### config.mk
export PLATFORM = sky130hd
export DESIGN_NAME = dh_decrypt
export DESIGN_NICKNAME = d
export VERILOG_FILES = /design/src/rtl/dh_pkg.sv /design/src/rtl/dh_modmul_serial.sv /design/src/rtl/dh_decrypt.sv
export SDC_FILE = /design/constraint.sdc
export NUM_CORES = 1
export LEC_CHECK = 0
export ABC_CLOCK_PERIOD_IN_PS = 8189
export BUFFER_PORTS_ARGS = -buffer_cell sky130_fd_sc_hd__buf_4
export CORE_MARGIN = 3
export CORE_UTILIZATION = 25
export DETAILED_ROUTE_END_ITERATION = 8
export SETUP_SLACK_MARGIN = 0.15
export SLEW_MARGIN = 15
export SYNTH_ARGS = -nofsm -noshare
export SYNTH_HDL_FRONTEND = slang
export SYNTH_SLANG_ARGS = --single-unit
### constraint.sdc
create_clock -name clk -period 8.19 [get_ports clk]
set_input_delay 0.4095 -clock clk [delete_from_list [all_inputs] [get_ports clk]]
set_output_delay 0.4095 -clock clk [all_outputs]
set_load 0.01 [all_outputs]
### src/rtl/dh_pkg.sv
// Shared definitions for the DH decryption block: FSM states, default width,
// and the fixed accept-to-result latency used by benches.
package dh_pkg;

    localparam int unsigned DH_W = 32;

    typedef enum logic [2:0] {
        IDLE    = 3'd0,
        EXP_KEY = 3'd1,
        EXP_INV = 3'd2,
        MUL_MSG = 3'd3,
        DONE    = 3'd4
    } dh_state_e;

    // Cycles from accept edge to out_valid for a job that runs to completion.
    function automatic int unsigned lat(input int unsigned w);
        return (4 * w + 1) * (w + 1) + 1;
    endfunction

endpackage

### src/rtl/dh_modmul_serial.sv
// Serial interleaved modular multiplier: y = a*b mod p, one bit of b per cycle,
// MSB first. Requires a, b < p and p < 2^(W-1). done pulses exactly W+1 cycles
// after the start cycle; y holds the result until the next start.
module dh_modmul_serial #(
    parameter int unsigned W = 32
) (
    input  logic         clk,
    input  logic         rst,
    input  logic         start,
    input  logic [W-1:0] a,
    input  logic [W-1:0] b,
    input  logic [W-1:0] p,
    output logic         done,
    output logic [W-1:0] y
);

    localparam int unsigned IW = W + 2;
    localparam int unsigned CW = $clog2(W + 1);

    logic [IW-1:0] acc_q, acc_d;
    logic [W-1:0]  a_q, a_d;
    logic [W-1:0]  b_q, b_d;
    logic [W-1:0]  p_q, p_d;
    logic [CW-1:0] cnt_q, cnt_d;
    logic          busy_q, busy_d;
    logic          done_q, done_d;

    logic [IW-1:0] pw;
    logic [IW-1:0] sum;
    logic [IW-1:0] red1;
    logic [IW-1:0] red2;

    // One Horner step: double, add a if the current b bit is set, then reduce twice.
    always_comb begin
        pw   = IW'(p_q);
        sum  = (acc_q << 1) + (b_q[W-1] ? IW'(a_q) : IW'(0));
        red1 = (sum >= pw) ? (sum - pw) : sum;
        red2 = (red1 >= pw) ? (red1 - pw) : red1;
    end

    // Next-state: load on start, otherwise iterate while busy.
    always_comb begin
        acc_d  = acc_q;
        a_d    = a_q;
        b_d    = b_q;
        p_d    = p_q;
        cnt_d  = cnt_q;
        busy_d = busy_q;
        done_d = 1'b0;
        if (start) begin
            acc_d  = '0;
            a_d    = a;
            b_d    = b;
            p_d    = p;
            cnt_d  = CW'(W);
            busy_d = 1'b1;
        end else if (busy_q) begin
            acc_d = red2;
            b_d   = b_q << 1;
            cnt_d = cnt_q - CW'(1);
            if (cnt_q == CW'(1)) begin
                busy_d = 1'b0;
                done_d = 1'b1;
            end
        end
    end

    // State register with synchronous reset.
    always_ff @(posedge clk) begin
        if (rst) begin
            acc_q  <= '0;
            a_q    <= '0;
            b_q    <= '0;
            p_q    <= '0;
            cnt_q  <= '0;
            busy_q <= 1'b0;
            done_q <= 1'b0;
        end else begin
            acc_q  <= acc_d;
            a_q    <= a_d;
            b_q    <= b_d;
            p_q    <= p_d;
            cnt_q  <= cnt_d;
            busy_q <= busy_d;
            done_q <= done_d;
        end
    end

    assign done = done_q;
    assign y    = W'(acc_q);

endmodule

### src/rtl/dh_decrypt.sv
// DH receiver: K = r_peer^x mod p, K^-1 = K^(p-2) mod p, m = c*K^-1 mod p.
// One time-shared serial multiplier; every multiply is chained back to back so
// the accept-to-result latency is fixed at (4W+1)(W+1)+1 cycles.
// Optional macro DH_KEY_OUT_EN adds output port key carrying the derived K.
module dh_decrypt
    import dh_pkg::*;
#(
    parameter int unsigned W = DH_W
) (
    input  logic         clk,
    input  logic         rst,
    input  logic         in_valid,
    output logic         in_ready,
    input  logic [W-1:0] p,
    input  logic [W-1:0] x,
    input  logic [W-1:0] r_peer,
    input  logic [W-1:0] c,
    output logic         out_valid,
    input  logic         out_ready,
    output logic [W-1:0] m,
    output logic         err
`ifdef DH_KEY_OUT_EN
    ,
    output logic [W-1:0] key
`endif
);

    localparam int unsigned BW = (W > 1) ? $clog2(W) : 1;

    dh_state_e     state_q, state_d;
    logic [W-1:0]  p_q, p_d;
    logic [W-1:0]  x_q, x_d;
    logic [W-1:0]  r_q, r_d;
    logic [W-1:0]  c_q, c_d;
    logic [W-1:0]  acc_q, acc_d;
    logic [W-1:0]  k_q, k_d;
    logic [BW-1:0] bit_q, bit_d;
    logic          sq_q, sq_d;
    logic          first_q, first_d;
    logic          in_ready_q, in_ready_d;
    logic          out_valid_q, out_valid_d;
    logic [W-1:0]  m_q, m_d;
    logic          err_q, err_d;
`ifdef DH_KEY_OUT_EN
    logic [W-1:0]  key_q, key_d;
`endif

    logic          mm_start;
    logic [W-1:0]  mm_a;
    logic [W-1:0]  mm_b;
    logic          mm_done;
    logic [W-1:0]  mm_y;

    logic          rng_bad;
    logic          in_exp_inv;
    logic [W-1:0]  exp_e;
    logic [W-1:0]  exp_base;
    logic [W-1:0]  acc_upd;
    logic          go_done;
    logic [W-1:0]  done_m;
    logic          done_err;

    dh_modmul_serial #(
        .W (W)
    ) u_mul (
        .clk   (clk),
        .rst   (rst),
        .start (mm_start),
        .a     (mm_a),
        .b     (mm_b),
        .p     (p_q),
        .done  (mm_done),
        .y     (mm_y)
    );

    // Operand range check on the captured job.
    always_comb begin
        rng_bad = (p_q < W'(3)) | p_q[W-1] | (r_q >= p_q) | (c_q >= p_q);
    end

    // Next-state, multiplier sequencing and output updates.
    always_comb begin
        state_d     = state_q;
        p_d         = p_q;
        x_d         = x_q;
        r_d         = r_q;
        c_d         = c_q;
        acc_d       = acc_q;
        k_d         = k_q;
        bit_d       = bit_q;
        sq_d        = sq_q;
        first_d     = first_q;
        in_ready_d  = in_ready_q;
        out_valid_d = out_valid_q;
        m_d         = m_q;
        err_d       = err_q;
        mm_start    = 1'b0;
        mm_a        = '0;
        mm_b        = '0;
        go_done     = 1'b0;
        done_m      = '0;
        done_err    = 1'b0;

        in_exp_inv = (state_q == EXP_INV);
        exp_e      = in_exp_inv ? (p_q - W'(2)) : x_q;
        exp_base   = in_exp_inv ? k_q : r_q;
        acc_upd    = exp_e[bit_q] ? mm_y : acc_q;

        case (state_q)
            IDLE: begin
                if (in_valid && in_ready_q) begin
                    p_d        = p;
                    x_d        = x;
                    r_d        = r_peer;
                    c_d        = c;
                    acc_d      = W'(1);
                    bit_d      = BW'(W - 1);
                    sq_d       = 1'b1;
                    first_d    = 1'b1;
                    in_ready_d = 1'b0;
                    state_d    = EXP_KEY;
                end
            end
            EXP_KEY, EXP_INV: begin
                if (first_q) begin
                    // First cycle after accept: kick off the first square unless the job is bad.
                    first_d = 1'b0;
                    if (!rng_bad) begin
                        mm_start = 1'b1;
                        mm_a     = acc_q;
                        mm_b     = acc_q;
                    end
                end else if (rng_bad && (state_q == EXP_KEY)) begin
                    go_done  = 1'b1;
                    done_err = 1'b1;
                end else if (mm_done) begin
                    if (sq_q) begin
                        // Square finished: always follow with the multiply by base.
                        acc_d    = mm_y;
                        mm_start = 1'b1;
                        mm_a     = exp_base;
                        mm_b     = mm_y;
                        sq_d     = 1'b0;
                    end else if (bit_q != BW'(0)) begin
                        acc_d    = acc_upd;
                        bit_d    = bit_q - BW'(1);
                        mm_start = 1'b1;
                        mm_a     = acc_upd;
                        mm_b     = acc_upd;
                        sq_d     = 1'b1;
                    end else if (state_q == EXP_KEY) begin
                        if (acc_upd == '0) begin
                            go_done  = 1'b1;
                            done_err = 1'b1;
                        end else begin
                            // Hand straight over to the inversion with no idle cycle.
                            k_d      = acc_upd;
                            acc_d    = W'(1);
                            bit_d    = BW'(W - 1);
                            sq_d     = 1'b1;
                            mm_start = 1'b1;
                            mm_a     = W'(1);
                            mm_b     = W'(1);
                            state_d  = EXP_INV;
                        end
                    end else begin
                        acc_d    = acc_upd;
                        mm_start = 1'b1;
                        mm_a     = c_q;
                        mm_b     = acc_upd;
                        state_d  = MUL_MSG;
                    end
                end
            end
            MUL_MSG: begin
                if (mm_done) begin
                    go_done = 1'b1;
                    done_m  = mm_y;
                end
            end
            DONE: begin
                if (out_valid_q && out_ready) begin
                    out_valid_d = 1'b0;
                    in_ready_d  = 1'b1;
                    state_d     = IDLE;
                end
            end
            default: begin
                state_d = IDLE;
            end
        endcase

        if (go_done) begin
            state_d     = DONE;
            out_valid_d = 1'b1;
            m_d         = done_m;
            err_d       = done_err;
            k_d         = '0;
        end
    end

`ifdef DH_KEY_OUT_EN
    // Key output follows the result; zero on any error.
    always_comb begin
        key_d = key_q;
        if (go_done) begin
            key_d = done_err ? '0 : k_q;
        end
    end
`endif

    // State and output registers with synchronous reset.
    always_ff @(posedge clk) begin
        if (rst) begin
            state_q     <= IDLE;
            p_q         <= '0;
            x_q         <= '0;
            r_q         <= '0;
            c_q         <= '0;
            acc_q       <= '0;
            k_q         <= '0;
            bit_q       <= '0;
            sq_q        <= 1'b0;
            first_q     <= 1'b0;
            in_ready_q  <= 1'b1;
            out_valid_q <= 1'b0;
            m_q         <= '0;
            err_q       <= 1'b0;
`ifdef DH_KEY_OUT_EN
            key_q       <= '0;
`endif
        end else begin
            state_q     <= state_d;
            p_q         <= p_d;
            x_q         <= x_d;
            r_q         <= r_d;
            c_q         <= c_d;
            acc_q       <= acc_d;
            k_q         <= k_d;
            bit_q       <= bit_d;
            sq_q        <= sq_d;
            first_q     <= first_d;
            in_ready_q  <= in_ready_d;
            out_valid_q <= out_valid_d;
            m_q         <= m_d;
            err_q       <= err_d;
`ifdef DH_KEY_OUT_EN
            key_q       <= key_d;
`endif
        end
    end

    assign in_ready  = in_ready_q;
    assign out_valid = out_valid_q;
    assign m         = m_q;
    assign err       = err_q;
`ifdef DH_KEY_OUT_EN
    assign key       = key_q;
`endif

endmodule
## Word-level counts from Yosys, hierarchy flattened

Cells that the tools add are included.

- Word-level logic and storage cells: 192
- Bits in registers: 374
- Output and inout bits: 35

- Bitwise gates (word level): 10
- Add/sub/neg operators: 6
- Reduce and logical (&&, ||, !) cells: 25
- Order comparisons: 6
- Eq/ne operators: 25
- Muxes and demuxes: 97

Operators with widths:

| operator | number |
|---|---|
| two-way mux 32 bit | 31 |
| >= comparator 34 x 32 -> 1 bit | 2 |
| >= comparator 32 bit | 2 |
| case mux 32 bit (2 select lines) | 1 |
| two-way mux 5 bit | 8 |
| two-way mux 1 bit | 36 |
| adder 34 x 32 -> 34 bit | 1 |
| two-way mux 34 bit | 1 |
| subtractor 34 x 32 -> 34 bit | 1 |
| two-way mux 33 bit | 1 |
| subtractor 33 x 32 -> 33 bit | 1 |
| zero test 32 bit | 1 |
| < comparator 32 x 2 -> 1 bit, second input constant | 1 |
| subtractor 32 x 2 -> 32 bit, second input constant | 1 |
| two-way mux 3 bit | 10 |
| != test 3 bit, second input constant | 9 |
| AND reduction 9 bit | 2 |
| AND reduction 8 bit | 2 |
| != test 2 bit, second input constant | 7 |
| two-way mux 6 bit | 2 |
| case mux 3 bit (4 select lines) | 1 |
| case mux 5 bit (2 select lines) | 1 |
| nonzero test 2 bit | 5 |
| case mux 1 bit (2 select lines) | 4 |
| 23 further kinds | 38 |

## Longest topological paths before layout

Gate-level depths: netlist of run 1.

- Word-level depth: 16
- Gate-level depth with buffers: 41
- Depth with buffers taken out: 37

## Modules after synthesis

A second synthesis of run 1 with hierarchy kept.

- Cells, all modules: 3127
- Area total of the unflattened synthesis: 24912.6 um^2

By module, submodules not included:

| module | cells each | area each (um^2) | instances | seq. area each (um^2) |
|---|---|---|---|---|
| dh_decrypt | 1655 | 13444.1 | 1 | 4744.6 |
| dh_modmul_serial | 1472 | 11468.5 | 1 | 2742.6 |

## Worst setup path before layout of run 1

OpenSTA, ideal clock, no wires.

- Path type: flip-flop to flip-flop
- Start point: register u_mul.b_q[31]
- End point: register u_mul.acc_q[24]
- Slack: -606 ps
- Required time: 8104 ps
- Path buffers: 5
- Period minus slack after synthesis: 8796 ps
- Cell stages (with the launch flop): 39
- Arrival: 8710 ps
- Path through: dfxtp_1 > clkbuf_1 > and2_1 > ha_1 > inv_1 > fa_1 > nor2b_1 > o211ai_1 > a21boi_0 > o211ai_1 > a31oi_1 > xor2_1 > ha_1 > a21o_1 > a21o_1 > a21o_1 > o21a_1 > or3_1 > (+3 left out) > clkbuf_1 > buf_2 > nor2_1 > a21oi_1 > ha_1 > nor2b_1 > o31a_1 > o41ai_1 > a21oi_1 > a221o_1 > a41oi_1 > a21oi_1 > a2111o_1 > o2bb2ai_1 > clkbuf_1 > buf_2 > a21oi_1 > a211oi_1

- Longest elaborated chain between the ends: 6
- Elaborated cells on any way between the ends: 8
- Those cells by class: 3 x add/sub; 2 x order compare; 3 x mux

RTL lines:

| what | RTL line | source |
|---|---|---|
| start, declared | dh_modmul_serial.sv:22 | `logic [W-1:0] b_q, b_d;` |
| start signal, assigned | dh_modmul_serial.sv:73 | `b_q <= '0;` |
| start signal, assigned | dh_modmul_serial.sv:81 | `b_q <= b_d;` |
| two-way mux 32 bit * | dh_modmul_serial.sv:36 | `sum = (acc_q << 1) + (b_q[W-1] ? IW'(a_q) : IW'(0));` |
| adder 34 x 32 -> 34 bit * | dh_modmul_serial.sv:36 |  |
| subtractor 34 x 32 -> 34 bit or >= comparator 34 x 32 -> 1 bit (tied branches) | dh_modmul_serial.sv:37 | `red1 = (sum >= pw) ? (sum - pw) : sum;` |
| two-way mux 34 bit * | dh_modmul_serial.sv:37 |  |
| subtractor 33 x 32 -> 33 bit or >= comparator 34 x 32 -> 1 bit (tied branches) | dh_modmul_serial.sv:38 | `red2 = (red1 >= pw) ? (red1 - pw) : red1;` |
| two-way mux 33 bit * | dh_modmul_serial.sv:38 |  |
| end signal, assigned | dh_modmul_serial.sv:71 | `acc_q <= '0;` |
| end signal, assigned | dh_modmul_serial.sv:79 | `acc_q <= acc_d;` |
| end, declared | dh_modmul_serial.sv:20 | `logic [IW-1:0] acc_q, acc_d;` |

Mark *: on every way between the ends. The rest lies on a longest branch, timed or not.
A chain may end at the register's enable or synchronous reset.

## Final worst setup path of run 1

- Start point: register u_mul.b_q[31]
- End point: register u_mul.acc_q[4]

Same word-level chain as after synthesis.

==> results of run 1 <==
## state kept, by name, indices dropped and copies added (netlist names), 6 cells and up
register	count
k_q	32
u_mul.b_q	32
m	32
r_q	32
x_q	32
u_mul.p_q	32
u_mul.a_q	32
p_q	32
u_mul.acc_q	33
acc_q	32
u_mul.cnt_q	6
c_q	32
## metrics by stage
step	TNS (ps)	instance area [um^2]	setup slack, ps	instances
floorplan	0	23500	171	3012
global placement	-328	27100	-71.7	4410
detailed placement	-4960	27100	-281	4410
CTS	0	29000	143	4527
global route	-503	29700	-73.8	4543
finish	0	29700	222	4544
## worst min path at each step
| stage | cells after the start | slack [ps] | from | end |
|---|---|---|---|---|
| after floorplan | 2 | 430 | x_q[28] | x_q[28] |
| after global placement | 2 | 440 | x_q[7] | x_q[7] |
| after detailed placement | 2 | 450 | x_q[6] | x_q[6] |
| after CTS | 3 | 50 | p[15] | p_q[15] |
| after global routing | 3 | 70 | p[10] | p_q[10] |
| final | 3 | 80 | x[5] | x_q[5] |
## cell type report
type / count / area share [%]
diodes: 1 / 0.00841
flip-flops and latches: 374 / 25.2
multi-input cells: 2336 / 52.5
clock inverters: 12 / 0.366
inverters: 103 / 1.30
well taps: 1243 / 5.23
repair buffers: 413 / 11.2
clock buffers: 62 / 4.20
## repair_timing
action / CTS / global route
endpoints found under the setup margin: 32 / 33
pin swaps: 46 / 69
resized for setup: 55 / 140
setup buffers: 40 / 16
gates cloned: 3 / 0
## kinds of logic after synthesis
logic type	count (synthesis)	share of synthesized area (%)
muxes	87	4.07
AOI/OAI and AO/OA	942	26.4
buffers and inverters	302	5.01
DFF	374	32.0
xor gates and xnor gates	98	3.67
and+or+nand+nor	1043	19.9
adders and majority gates	166	8.97
## per-layer routing
metal	wire [um]	GRT usage, %
met5	0	0
met4	5690	9.95
met3	6420	2.73
met2	39300	27.3
met1	40700	24.3
## cells in the final DEF, fill, tap and decap left out, drive strengths merged, types with 7 or more instances in the layout
| master | instances |
|---|---|
| a21oi | 328 |
| mux2i | 73 |
| xor2 | 31 |
| nor2b | 22 |
| a21o | 47 |
| nand2b | 25 |
| and2 | 36 |
| o21bai | 7 |
| o21a | 27 |
| ha | 163 |
| o211ai | 18 |
| o21ai | 132 |
| nor4 | 38 |
| nand3 | 63 |
| or4 | 11 |
| o31ai | 12 |
| nand2 | 500 |
| mux2 | 10 |
| a31oi | 24 |
| a32oi | 34 |
| or3 | 11 |
| a211oi | 138 |
| clkbuf | 63 |
| o22ai | 8 |
| clkinv | 7 |
| a2bb2oi | 7 |
| xnor2 | 67 |
| nor2 | 215 |
| a2111oi | 8 |
| a31o | 9 |
| nor3 | 46 |
| buf | 412 |
| or2 | 9 |
| inv | 102 |
| and3 | 15 |
| nand4 | 34 |
| a221oi | 35 |
| a22o | 58 |
| dfxtp | 374 |
| and4 | 7 |
## worst reg2reg max path, delay by kind of cell (launching register included)
kind,cells,cell delay (ps)
AOI/OAI and AO/OA,19,4260
xor gates and xnor gates,1,120
adders and majority gates,4,820
buffers and inverters,6,890
DFF,1,380
muxes,2,400
and+or+nand+nor,5,950
==> reports/qor.yml, run 1 <==
run_status:
  status: "completed"
clock_tree:
  cts-htree-levels: 2
  cts_sinks: 374
  clk-insertion-delay-late_ps: 580
  cts.clk_slew.worst_paths_ps: 60
  cts_tree: "yes"
  clock_path_buffers: 3
  cts_root_buf: "clkbuf_16"
  cts_hold_buffers: 0
  cts_buffers: 42
synthesis:
  synth_common_cells: "nand2_1, dfxtp_1, a21oi_1"
  ys.flop_type: "dfxtp_1"
  synth_warnings: 0
  syn_nets: 3310
  synth-edff-count: 0
  ys_ff_latch: 374
  syn_area_um2: 23400
  syn_area_per_cell_um2: 7.77
  yosysMostFrequentCell: "nand2_1"
  synth.yosys.seq_area_share_pct: 32.0
  synthTopCellsByArea: "dfxtp_1, ha_1, nand2_1, a21oi_1, a211oi_1"
  yosysTopAreaCell: "dfxtp_1"
  syn_inst: 3012
  ys_types: 84
  synth_top_area_share_pct: 32.0
  async_reset_ff_share_pct: 0
route:
  vias: 23900
  drc: 0
  via_per_inst: 5.26
  wl_per_cell_um: 20.3
  wl_um: 92100
  final_antenna_net_count: 0
  drtIter0Drc: 2031
  drt_first_pass_iters: 6
timing:
  max_freq_ghz: 0.125
  slew_violations: 0
  period_needed_ps: 7970
  relSlewSlack_pct: 23.9
  whs_ps: 81.3
  setup_viol: 0
  finalCritPeriodShare_pct: 97.3
  clock_skew_ps: 33.7
  grt_setup_unrepaired: "yes"
  timing_hold_violations_final: 0
  tightest_slew_ps: 1140
worst_setup_path:
  ff2ff_path_depth: 37
  cp-endpoint: "u_mul.acc_q[4]"
  cp.arrival_ps: 8380
  reg2reg_to: "u_mul.acc_q[4]"
  slowest_stage: "a2111o_1"
  worst-path-buf-inv: 6
  critPathMaxFanout: 8
  start_kind: "flip-flop"
  r2r_slack_ps: 220
  critPathTopFamily: "compound AO/OA/AOI/OAI gates"
  crit_start: "u_mul.b_q[31]"
  crit_cells: 37
  slowest_delay_ps: 440
  required_ps: 8600
  path_class: "flip-flop to flip-flop"
  end_kind: "flip-flop"
  timing.rr.start: "u_mul.b_q[31]"
  cpMostUsedCell: "buf_12"
hold_path:
  hp-class: "input pin to flip-flop"
grt:
  grt-ovfl-total: 0
  grt_max_degree: 96
  grtUsageTotal_pct: 18.0
  grt_pass1_wl_um: 137000
  grt_antenna_before_repair: 3
  grt_pass1_vias: 22600
floorplan:
  die_w_um: 312
  rows: 111
  coreArea_um2: 92200
  ios: 167
  die_area_um2: 97400
  initial_core_util_pct: 25.4
  die-height_um: 312
cells_and_area:
  final_util_pct: 32.3
  nFillCells: 9823
  nets: 3568
  ff_latch_area_um2: 7500
  drive_gt1_share_pct: 19.8
  multi_input_area_um2: 15600
  area_delta_synth_final_pct: 27.0
placed_design:
  hpwl_um: 66300
  port_buffers: 166
  gp_congestion: 0.954
flow_run:
  max_cap_viol_count: 0
Power of run 1 is not shown: default switching activity piles up to over one toggle a cycle in this logic, so the estimate is an artifact.
==> inputs of run 2 (changes only) <==
Settings changed: ABC_AREA set to 1.
==> reports/qor.yml, run 2 <==
hold_path:
  hp-class: "input pin to flip-flop"
  hold_start: "c[24]"
  min_to: "c_q[24]"
  min_path_cells: 3
timing:
  clock_skew_ps: 50.5
  whs_ps: 15.0
  slew_violations: 0
  grt_setup_unrepaired: "no"
  tightest_slew_ps: 1130
  relSlewSlack_pct: 24.3
  layout_setup_ws_ps: 519
  final.setup.tns_ps: 0
  setup_viol: 0
  timing_hold_violations_final: 0
  max_freq_ghz: 0.130
  finalCritPeriodShare_pct: 93.7
  period_needed_ps: 7670
clock_tree:
  clk-insertion-delay-late_ps: 630
  cts_buffers: 45
  cts_root_buf: "clkbuf_16"
  cts.clk_slew.worst_paths_ps: 70
  cts_sinks: 374
  clock_path_buffers: 3
  cts_tree: "yes"
  cts-htree-levels: 2
grt:
  grtUsageTotal_pct: 19.7
  grt_antenna_before_repair: 0
  grt_pass1_vias: 25300
  grt-ovfl-total: 0
  grt_pass1_wl_um: 162000
  grt_max_degree: 94
route:
  via_per_inst: 5.08
  wl_um: 110000
  vias: 27500
  drtIter0Drc: 2930
  wl_per_cell_um: 20.2
  final_antenna_net_count: 0
  drc: 0
  drt_first_pass_iters: 6
synthesis:
  synth_common_cells: "nand2_1, a21oi_1, inv_1"
  ys_ff_latch: 374
  syn_inst: 3944
  ys_types: 52
  synth-edff-count: 0
  async_reset_ff_share_pct: 0
  synth_warnings: 0
  synthTopCellsByArea: "dfxtp_1, nand2_1, a21oi_1, ha_1, o21ai_0"
  syn_nets: 4242
  ys.flop_type: "dfxtp_1"
  syn_area_um2: 25700
  yosysMostFrequentCell: "nand2_1"
  yosysTopAreaCell: "dfxtp_1"
  synth.yosys.seq_area_share_pct: 29.2
  synth_top_area_share_pct: 29.2
  syn_area_per_cell_um2: 6.51
run_status:
  status: "completed"
worst_setup_path:
  r2r_slack_ps: 520
  slowest_delay_ps: 610
  reg2reg_to: "u_mul.acc_q[25]"
  timing.rr.start: "u_mul.b_q[31]"
  path_class: "flip-flop to flip-flop"
  cp.arrival_ps: 8150
  end_kind: "flip-flop"
  required_ps: 8670
  critPathMaxFanout: 36
  start_kind: "flip-flop"
  ff2ff_path_depth: 37
  cpMostUsedCell: "nand2_1"
  slowest_stage: "nor4_1"
placed_design:
  hpwl_um: 82200
  port_buffers: 166
  dp_slack_ps: 19.6
  placed_area_um2: 28100
  gp_congestion: 0.987
cells_and_area:
  largest_register_ffs: 33
  regMostFlops: "u_mul.acc_q"
  area_delta_synth_final_pct: 17.3
  final_cell_mix: "nand2_1, a21oi_1, inv_1"
  final_common_cell: "nand2_1"
  nets: 4326
  postLayoutCellArea_um2: 30100
  drive_gt1_share_pct: 11.1
floorplan:
  ios: 167
  initial_core_util_pct: 25.4
  coreArea_um2: 101000
  die_area_um2: 107000
  rows: 116
  die-height_um: 326
  die_w_um: 326
flow_run:
  max_cap_viol_count: 0
run 2: cell types whose count changed after synthesis, moves of 71 or more:
| cell | change |
|---|---|
| inv_1 | +335 |
| nand2_1 | +326 |
| o21ai_0 | +223 |
| nor2_1 | +202 |
| nand3_1 | +170 |
| a21oi_1 | +118 |
| a211oi_1 | -111 |
| mux2i_1 | -71 |
run 2: kinds of logic (layout without fill, tap and decap cells):
family,count (synthesis),count (layout),share of synthesized area (%)
AO/OA/AOI/OAI,1008,1008,22.2
XOR/XNOR,102,102,3.48
adder cells (fa/ha/maj),166,166,8.18
buffers and inverters,665,781,10.3
flip-flops,374,374,29.2
other,0,1,0
AND/OR/NAND/NOR,1629,1630,26.7
run 2: critical path: cells and delay by family (launching register included):
| kind | cells | cell delay [ps] |
|---|---|---|
| compound gates | 9 | 1710 |
| flops | 1 | 370 |
| xor+xnor | 1 | 460 |
| fa+ha+maj | 3 | 1150 |
| simple gates | 18 | 2860 |
| buf+inv | 6 | 920 |
run 2: routing by layer:
layer  up-vias  share of wire (%)  GRT usage [%]
li1      13200                  -              -
met1     12900                 44           27.2
met2      1203                 44           30.8
met3       185                8.2           2.99
met4         0                3.9           7.22
met5         -                  0              0
run 2: how the worst max path moves through the flow:
stage               depth (start not counted)         endpoint  slack [ps]           from
floorplan                                  55  u_mul.acc_q[27]         470  u_mul.b_q[31]
global placement                           52  u_mul.acc_q[23]         260  u_mul.b_q[31]
detailed placement                         52  u_mul.acc_q[23]          20  u_mul.b_q[31]
CTS                                        51  u_mul.acc_q[32]         210  u_mul.b_q[31]
global route                               54  u_mul.acc_q[22]         160  u_mul.b_q[31]
finish                                     37  u_mul.acc_q[25]         520  u_mul.b_q[31]
run 2: cell type report:
| type | instances | area, um^2 |
|---|---|---|
| diodes | 1 | 2.50 |
| well taps | 1357 | 1700 |
| clock buffers | 59 | 1250 |
| inverters | 451 | 1700 |
| clock inverters | 21 | 245 |
| fillers | 11200 | 70900 |
| repair buffers | 250 | 2010 |
| flip-flops and latches | 374 | 7500 |
| multi-input cells | 2906 | 15700 |
run 2: timing repair:
| action | CTS | global route |
|---|---|---|
| hold buffers | 27 | 0 |
| setup endpoints to repair | 31 | 33 |
| resized for setup | 7 | 44 |
| cloned | 0 | 1 |
| hold endpoints to repair | 27 | 0 |
| buffers inserted | 0 | 12 |
| pin swaps | 0 | 9 |
run 2: metrics by stage:
stage,util [%],instances
5_1_grt,29.8,5418
2_1_floorplan,-,3944
6_report,29.8,5419
4_1_cts,29.6,5405
3_5_place_dp,27.8,5298
3_3_place_gp,27.8,5298
Power of run 2 is left out for the same reason.
